$ cat config.mk
export PLATFORM = sky130hd
export DESIGN_NAME = req_ack_responder_flat
export DESIGN_NICKNAME = d
export VERILOG_FILES = /design/src/rtl/req_ack_responder_if.sv /design/src/rtl/req_ack_responder.sv /design/src/flat_wrapper.sv
export SDC_FILE = /design/constraint.sdc
export NUM_CORES = 1
export LEC_CHECK = 0
export ABC_CLOCK_PERIOD_IN_PS = 6400
export CORE_ASPECT_RATIO = 1.4
export CORE_MARGIN = 2
export CORE_UTILIZATION = 51
export CTS_BUF_LIST = sky130_fd_sc_hd__clkbuf_8
export DETAILED_ROUTE_END_ITERATION = 16
export PLACE_DENSITY = 0.84
export RECOVER_POWER = 50
export SYNTH_ARGS = -nofsm -noshare
export SYNTH_HDL_FRONTEND = slang
export SYNTH_SLANG_ARGS = --single-unit
$ cat constraint.sdc
create_clock -name clk -period 6.4 [get_ports clk]
set_clock_uncertainty 0.05 [all_clocks]
set_input_delay 1.6 -clock clk [delete_from_list [all_inputs] [get_ports clk]]
set_output_delay 1.6 -clock clk [all_outputs]
set_load 0.005 [all_outputs]
$ cat src/rtl/req_ack_responder_if.sv
// req_ack_responder_if: request/acknowledge bus between a request source
// (master) and the req_ack_responder (slave), including its status outputs.
interface req_ack_responder_if #(
    parameter int CNT_W = 16
);
    logic             req;
    logic             ack;
    logic             busy;
    logic [3:0]       pend_cnt;
    logic [CNT_W-1:0] txn_cnt;
    logic [CNT_W-1:0] drop_cnt;
    logic             overflow;

    modport master (
        output req,
        input  ack, busy, pend_cnt, txn_cnt, drop_cnt, overflow
    );

    modport slave (
        input  req,
        output ack, busy, pend_cnt, txn_cnt, drop_cnt, overflow
    );
endinterface

$ cat src/rtl/req_ack_responder.sv
// req_ack_responder: samples req every cycle, queues up to MAX_PEND
// outstanding requests and returns one registered ack pulse per accepted
// request, ACK_DELAY cycles after it enters service. Drops are counted
// (saturating) and flagged in a sticky overflow bit; acks are counted (wrapping).
// Optional build macro: REQ_ACK_RESP_SVA_EN compiles in protocol assertions
// and a req->ack cover; functional logic is the same either way.
module req_ack_responder #(
    parameter int ACK_DELAY = 1,
    parameter int MAX_PEND  = 4,
    parameter int CNT_W     = 16
) (
    input  logic                clk,
    input  logic                reset,
    req_ack_responder_if.slave  bus
);
    localparam logic [3:0] MAX_PEND_L = 4'(MAX_PEND);
    localparam logic [3:0] DLY_INIT   = 4'(ACK_DELAY - 1);

    typedef enum logic [1:0] {
        IDLE  = 2'd0,
        DELAY = 2'd1,
        ACK   = 2'd2
    } state_t;

    state_t           state;
    logic [3:0]       dcnt;
    logic [3:0]       pend_cnt;
    logic [CNT_W-1:0] txn_cnt;
    logic [CNT_W-1:0] drop_cnt;
    logic             overflow;

    logic             ack_i;
    logic             acc;
    logic             drop;
    logic             work;
    logic [3:0]       pend_nxt;

    // Saturating increment: the drop counter sticks at all-ones.
    function automatic logic [CNT_W-1:0] sat_inc(input logic [CNT_W-1:0] v);
        return (&v) ? v : v + CNT_W'(1);
    endfunction

    assign ack_i = (state == ACK);

    // Accept when there is room, or when full but the head job retires this cycle.
    always_comb begin
        acc      = bus.req & ((pend_cnt < MAX_PEND_L) |
                              ((pend_cnt == MAX_PEND_L) & ack_i));
        drop     = bus.req & ~acc;
        pend_nxt = pend_cnt + 4'(acc) - 4'(ack_i);
        work     = (pend_nxt != 4'd0);
    end

    // Control FSM, occupancy and statistics counters.
    always_ff @(posedge clk) begin
        if (reset) begin
            state    <= IDLE;
            dcnt     <= 4'd0;
            pend_cnt <= 4'd0;
            txn_cnt  <= '0;
            drop_cnt <= '0;
            overflow <= 1'b0;
        end else begin
            pend_cnt <= pend_nxt;
            if (drop) begin
                drop_cnt <= sat_inc(drop_cnt);
                overflow <= 1'b1;
            end
            case (state)
                IDLE: begin
                    if (acc) begin
                        if (ACK_DELAY == 1) state <= ACK;
                        else                state <= DELAY;
                        dcnt <= DLY_INIT;
                    end
                end
                DELAY: begin
                    dcnt <= dcnt - 4'd1;
                    if (dcnt == 4'd1) state <= ACK;
                end
                ACK: begin
                    txn_cnt <= txn_cnt + CNT_W'(1);
                    if (work) begin
                        // Next queued job starts its delay immediately.
                        if (ACK_DELAY == 1) state <= ACK;
                        else                state <= DELAY;
                        dcnt <= DLY_INIT;
                    end else begin
                        state <= IDLE;
                    end
                end
                default: state <= IDLE;
            endcase
        end
    end

    assign bus.ack      = ack_i;
    assign bus.busy     = (state != IDLE);
    assign bus.pend_cnt = pend_cnt;
    assign bus.txn_cnt  = txn_cnt;
    assign bus.drop_cnt = drop_cnt;
    assign bus.overflow = overflow;

`ifdef REQ_ACK_RESP_SVA_EN
    a_ack_has_pend: assert property (@(posedge clk) disable iff (reset)
        ack_i |-> (pend_cnt != 4'd0));

    a_pend_bound: assert property (@(posedge clk) disable iff (reset)
        pend_cnt <= MAX_PEND_L);

    a_busy_iff_pend: assert property (@(posedge clk) disable iff (reset)
        (state != IDLE) == (pend_cnt != 4'd0));

    if (ACK_DELAY > 1) begin : g_ack_spacing
        a_no_b2b_ack: assert property (@(posedge clk) disable iff (reset)
            ack_i |=> !ack_i);
    end

    c_req_to_ack: cover property (@(posedge clk) disable iff (reset)
        ((state == IDLE) && bus.req) ##ACK_DELAY ack_i);
`else
`endif
endmodule

$ cat src/flat_wrapper.sv
// flat-port wrapper written by rule: the top's interface ports become plain ports
module req_ack_responder_flat 
#(
    parameter int ACK_DELAY = 1,
    parameter int MAX_PEND  = 4,
    parameter int CNT_W     = 16
)
  (clk, reset, bus_req, bus_ack, bus_busy, bus_pend_cnt, bus_txn_cnt, bus_drop_cnt, bus_overflow);
  req_ack_responder_if #(.CNT_W(CNT_W)) bus_i ();
  input  logic clk;
  input  logic reset;
  input wire logic [$bits(bus_i.req)-1:0] bus_req;
  output wire logic [$bits(bus_i.ack)-1:0] bus_ack;
  output wire logic [$bits(bus_i.busy)-1:0] bus_busy;
  output wire logic [$bits(bus_i.pend_cnt)-1:0] bus_pend_cnt;
  output wire logic [$bits(bus_i.txn_cnt)-1:0] bus_txn_cnt;
  output wire logic [$bits(bus_i.drop_cnt)-1:0] bus_drop_cnt;
  output wire logic [$bits(bus_i.overflow)-1:0] bus_overflow;
  assign bus_i.req = bus_req;
  assign bus_ack = bus_i.ack;
  assign bus_busy = bus_i.busy;
  assign bus_pend_cnt = bus_i.pend_cnt;
  assign bus_txn_cnt = bus_i.txn_cnt;
  assign bus_drop_cnt = bus_i.drop_cnt;
  assign bus_overflow = bus_i.overflow;
  req_ack_responder #(.ACK_DELAY(ACK_DELAY), .MAX_PEND(MAX_PEND), .CNT_W(CNT_W)) u_core (.clk(clk), .reset(reset), .bus(bus_i));
endmodule
* After elaboration in Yosys (flattened, before gate mapping) *
Cells that the tools add are included.
W data, S select, Z words.

storage, ports and cells
  flip-flop bits (word level) = 43
  bits of input ports = 3
  output and inout bits = 39

operators by class
  equality and inequality tests = 7
  bitwise gates (word level) = 6
  magnitude comparators = 1
  $add $sub $neg = 5
  muxes and demuxes = 7
  reduce and logical (&&, ||, !) cells = 8

operator list
  kind                     number
  $add A16 B1 Y16 const B  2
  $reduce_and A16 Y1       1
  $pmux W4 S3              1
  $mux W4                  2
  $mux W2                  3
  $pmux W2 S3              1
  $add A4 B1 Y4            1
  $eq A4 B1 Y1 const B     1
  $eq A4 B3 Y1 const B     1
  $lt A4 B3 Y1 const B     1
  $ne A2 B1 Y1 const B     2
  $reduce_and A2 Y1        2
  $reduce_bool A4 Y1       1
  $sub A4 B1 Y4            1
  $sub A4 B1 Y4 const B    1
  $and A1 B1 Y1            3
  $reduce_and A3 Y1        1
  $reduce_bool A3 Y1       1
  $eq A2 B1 Y1 const B     1
  $eq A2 B2 Y1 const B     1
  $logic_not A2 Y1         1
  $ne A2 B2 Y1 const B     1
  $not A1 Y1               2
  $reduce_bool A2 Y1       1
  $or A1 B1 Y1             1

* Depth between registers and ports, before layout *
  word-level depth = 9
  gate-level depth with buffers = 11

* Worst setup path after synthesis *
No wires, ideal clock.

  kind = input to register
  start = input port bus_req
  end = register u_core.state[1]
  slack = 3.439 ns
  buffers on the path = 0
  data arrival time = 2.820 ns
  data required time = 6.259 ns
  stages on the path = 7
  setup time = 0.091 ns
  cell sequence = a21boi_0 -> ha_1 -> inv_1 -> fa_1 -> nand2_1 -> nor2_1 -> a311oi_1

between the ends
  word-level cells in the longest chain between the ends = 6

ends and longest elaborated chain
  item                  RTL line                 RTL
  from (decl)           flat_wrapper.sv:12       input wire logic [$bits(bus_i.req)-1:0] bus_req;
  $and A1 B1 Y1 (*)     req_ack_responder.sv:47  acc = bus.req & ((pend_cnt < MAX_PEND_L) |
  $add A4 B1 Y4         req_ack_responder.sv:50  pend_nxt = pend_cnt + 4'(acc) - 4'(ack_i);
  $sub A4 B1 Y4         req_ack_responder.sv:50
  $reduce_bool A4 Y1    req_ack_responder.sv:51  work = (pend_nxt != 4'd0);
  $mux W2               req_ack_responder.sv:83  if (work) begin
  $pmux W2 S3           req_ack_responder.sv:69  case (state)
  to (signal assigned)  req_ack_responder.sv:72  if (ACK_DELAY == 1) state <= ACK;
  to (signal assigned)  req_ack_responder.sv:85  if (ACK_DELAY == 1) state <= ACK;
  to (signal assigned)  req_ack_responder.sv:86  else state <= DELAY;
  to (decl)             req_ack_responder.sv:25  state_t state;

Mark *: on every way between the ends. The rest lies on a longest branch, timed or not.
A chain may end at the register's enable or synchronous reset.

==> qor.txt <==
Initial Util -> 52.2%
Final Wtd Congestion -> 0.861
Clk Latency, worst-skew pair -> 0.29 ns
Post-CTS Resized -> 0
most frequent cell after synthesis -> dfxtp_1
die area -> 0.00447 mm2
failing checks -> capacitance limit, slew limit
synth cell count leaders -> dfxtp_1, nor2_1, a21oi_1
actual slew at the worst max-slew pin -> 1.87 ns
unrepaired setup endpoints after global routing -> no
Root Driver -> clkbuf_8
setup TNS -> 0 ns
height of the die -> 78.3 um
initial antenna violation count -> 0
Post-layout nets -> 275
Final Power -> 674 uW
Synth Register Bits -> 38
Max FO, Critical Path -> 46
period utilisation layout -> 59.2%
asr flop ratio synth -> 0%
max cap viols -> 1
dpl cells -> 299
Crit Path Category -> in2reg
CP Cell Sequence -> dlygate4sd3_1, clkbuf_1, nor2b_1, mux2_2
top area cells in the synthesized netlist -> dfxtp_1, nor2_1, ha_1, xnor2_1, mux2_2
Die X -> 57.1 um
Fin. Hold Viols -> 0
Synth Cell Area -> 0.00201 mm2
WP buf/inv -> 2
vias in the first global route -> 1610
Final setup viols -> 0
via-per-instance ratio -> 5.79
TritonCTS Buffers -> 5
final WL -> 4130 um
fin crit period -> 3.79 ns
PortBufs -> 41
Hold Buf Count CTS -> 0
Seq/Total Area, Yosys -> 37.8%
largest net degree at the start of global routing -> 47
global-route wire length before repair -> 6770 um
syn avg cell area -> 8.98 um2
delay-heaviest family, CP -> buffers and inverters
Syn. warnings -> 0
share of post-route cells with drive strength above 1 -> 8.33%
post-synth cell types -> 48
total congestion overflow -> 0
Arr. time, crit path -> 3.92 ns
io pins -> 42
f_max -> 0.264 GHz
Max transition margin -> -24.9%
wire length per cell -> 13.4 um
crit end category -> flop
hpwl dp -> 2910 um
Main synth FF type -> dfxtp_1
slowest CP cell -> clkbuf_1
Clock Tree Buf Depth -> 2
Worst Path Required -> 6.53 ns
fin. max-slew vios -> 47
P&R area growth vs syn -> 25.8%
hold slack -> 0.437 ns
area of the core -> 0.00385 mm2
Worst VDD drop -> 0.195 mV
area leader, netlist -> dfxtp_1
post-synthesis instance total -> 224
post-route ant nets -> 0
Post-CTS Setup Bufs -> 0
drt pass-1 iters -> 4
pwr dens -> 266 mW/mm2
DR DRC count -> 0
antenna diode count -> 0
H-tree Lvls -> 2
Critical Path Max Stage Delay -> 1.35 ns
DR iter-0 viols -> 65
status -> finished with violations
Clock Sink Count -> 38
total global-route track usage -> 19.2%
startpoint types -> input port
CTS clock-pin slew for the worst setup and hold paths -> 0.08 ns
std cell rows -> 27
final cell count without fillers -> 307
post-synth net total -> 236
CTS tree -> built
leakage -> 0.000928 uW
Post-synth EDFFs -> 0
Yosys top cell area share -> 37.8%
Hold Crit Class -> reg2reg
via count -> 1776
worst paths after layout:
kind	cells past startpoint	slack [ns]	start	to
min	2	0.44	u_core.bus.overflow	u_core.bus.overflow
min reg2reg	2	0.44	u_core.bus.overflow	u_core.bus.overflow
max	4	2.61	reset	u_core.bus.drop_cnt[4]
max reg2reg	8	3.75	u_core.state[1]	u_core.state[1]
layer usage:
layer,up-vias,wire (um),GRT usage [%]
li1,883,-,-
met1,842,1740,19.9
met2,47,2170,34.4
met3,4,164,4.94
met4,0,48,10.2
met5,-,0,0
area by class of cell:
cell class | instances | area [um2]
Clock buffer | 5 | 68.8
Clock inverter | 3 | 40.0
Fill cell | 340 | 1320
Inverter | 10 | 37.5
Multi-Input combinational cell | 166 | 1150
Sequential cell | 38 | 761
Tap cell | 43 | 53.8
Timing Repair Buffer | 42 | 414
power breakdown:
group	internal (uW)	total (uW)	switching (uW)
combinational	99.0	188	89.4
sequential	257	282	24.8
clock	115	203	88.5
logic make-up (layout without fill, tap and decap cells):
| family | after synthesis | in the layout | synth area share (%) |
|---|---|---|---|
| simple gates | 102 | 102 | 29.6 |
| flops | 38 | 38 | 37.8 |
| compound gates | 31 | 31 | 10.5 |
| buf+inv | 20 | 60 | 4.73 |
| xor+xnor | 15 | 15 | 6.53 |
| fa+ha+maj | 9 | 9 | 5.97 |
| mux | 9 | 9 | 4.92 |
stage by stage:
stage / utilization, % / setup WS (ns) / area, um2
after global placement: 63.0 / 2.84 / 2420
final: 65.7 / 2.61 / 2530
after global routing: 65.7 / 2.37 / 2530
after floorplan: - / 3.44 / 2010
after detailed placement: 63.0 / 2.78 / 2420
after CTS: 65.8 / 3.06 / 2530
sequential cells by signal (all words and copies together), names as in the netlist:
name / count
u_core.bus.txn_cnt: 16
u_core.bus.overflow: 1
u_core.bus.drop_cnt: 16
u_core.bus.pend_cnt: 4
u_core.state: 1
tightest hold or removal path: cells and delay by family, from the launching register on:
family | cells | cell delay [ns]
AOI/OAI and AO/OA | 1 | 0.05
DFF | 1 | 0.34
and+or+nand+nor | 1 | 0.07
cell usage in the layout (no fill, tap or decap), types with 6 or more instances in the layout:
cell type	netlist	final
xnor2_1	10	10
nor2_1	28	28
ha_1	8	8
nand4_1	9	9
nor2b_1	8	8
nand3_1	9	9
mux2_2	6	6
clkdlybuf4s50_1	0	24
dfxtp_1	38	38
nor3_1	7	7
nand2_1	8	8
a21oi_1	13	13
dlygate4sd3_1	0	17
inv_1	10	10
(Power assumes the default switching activity.)
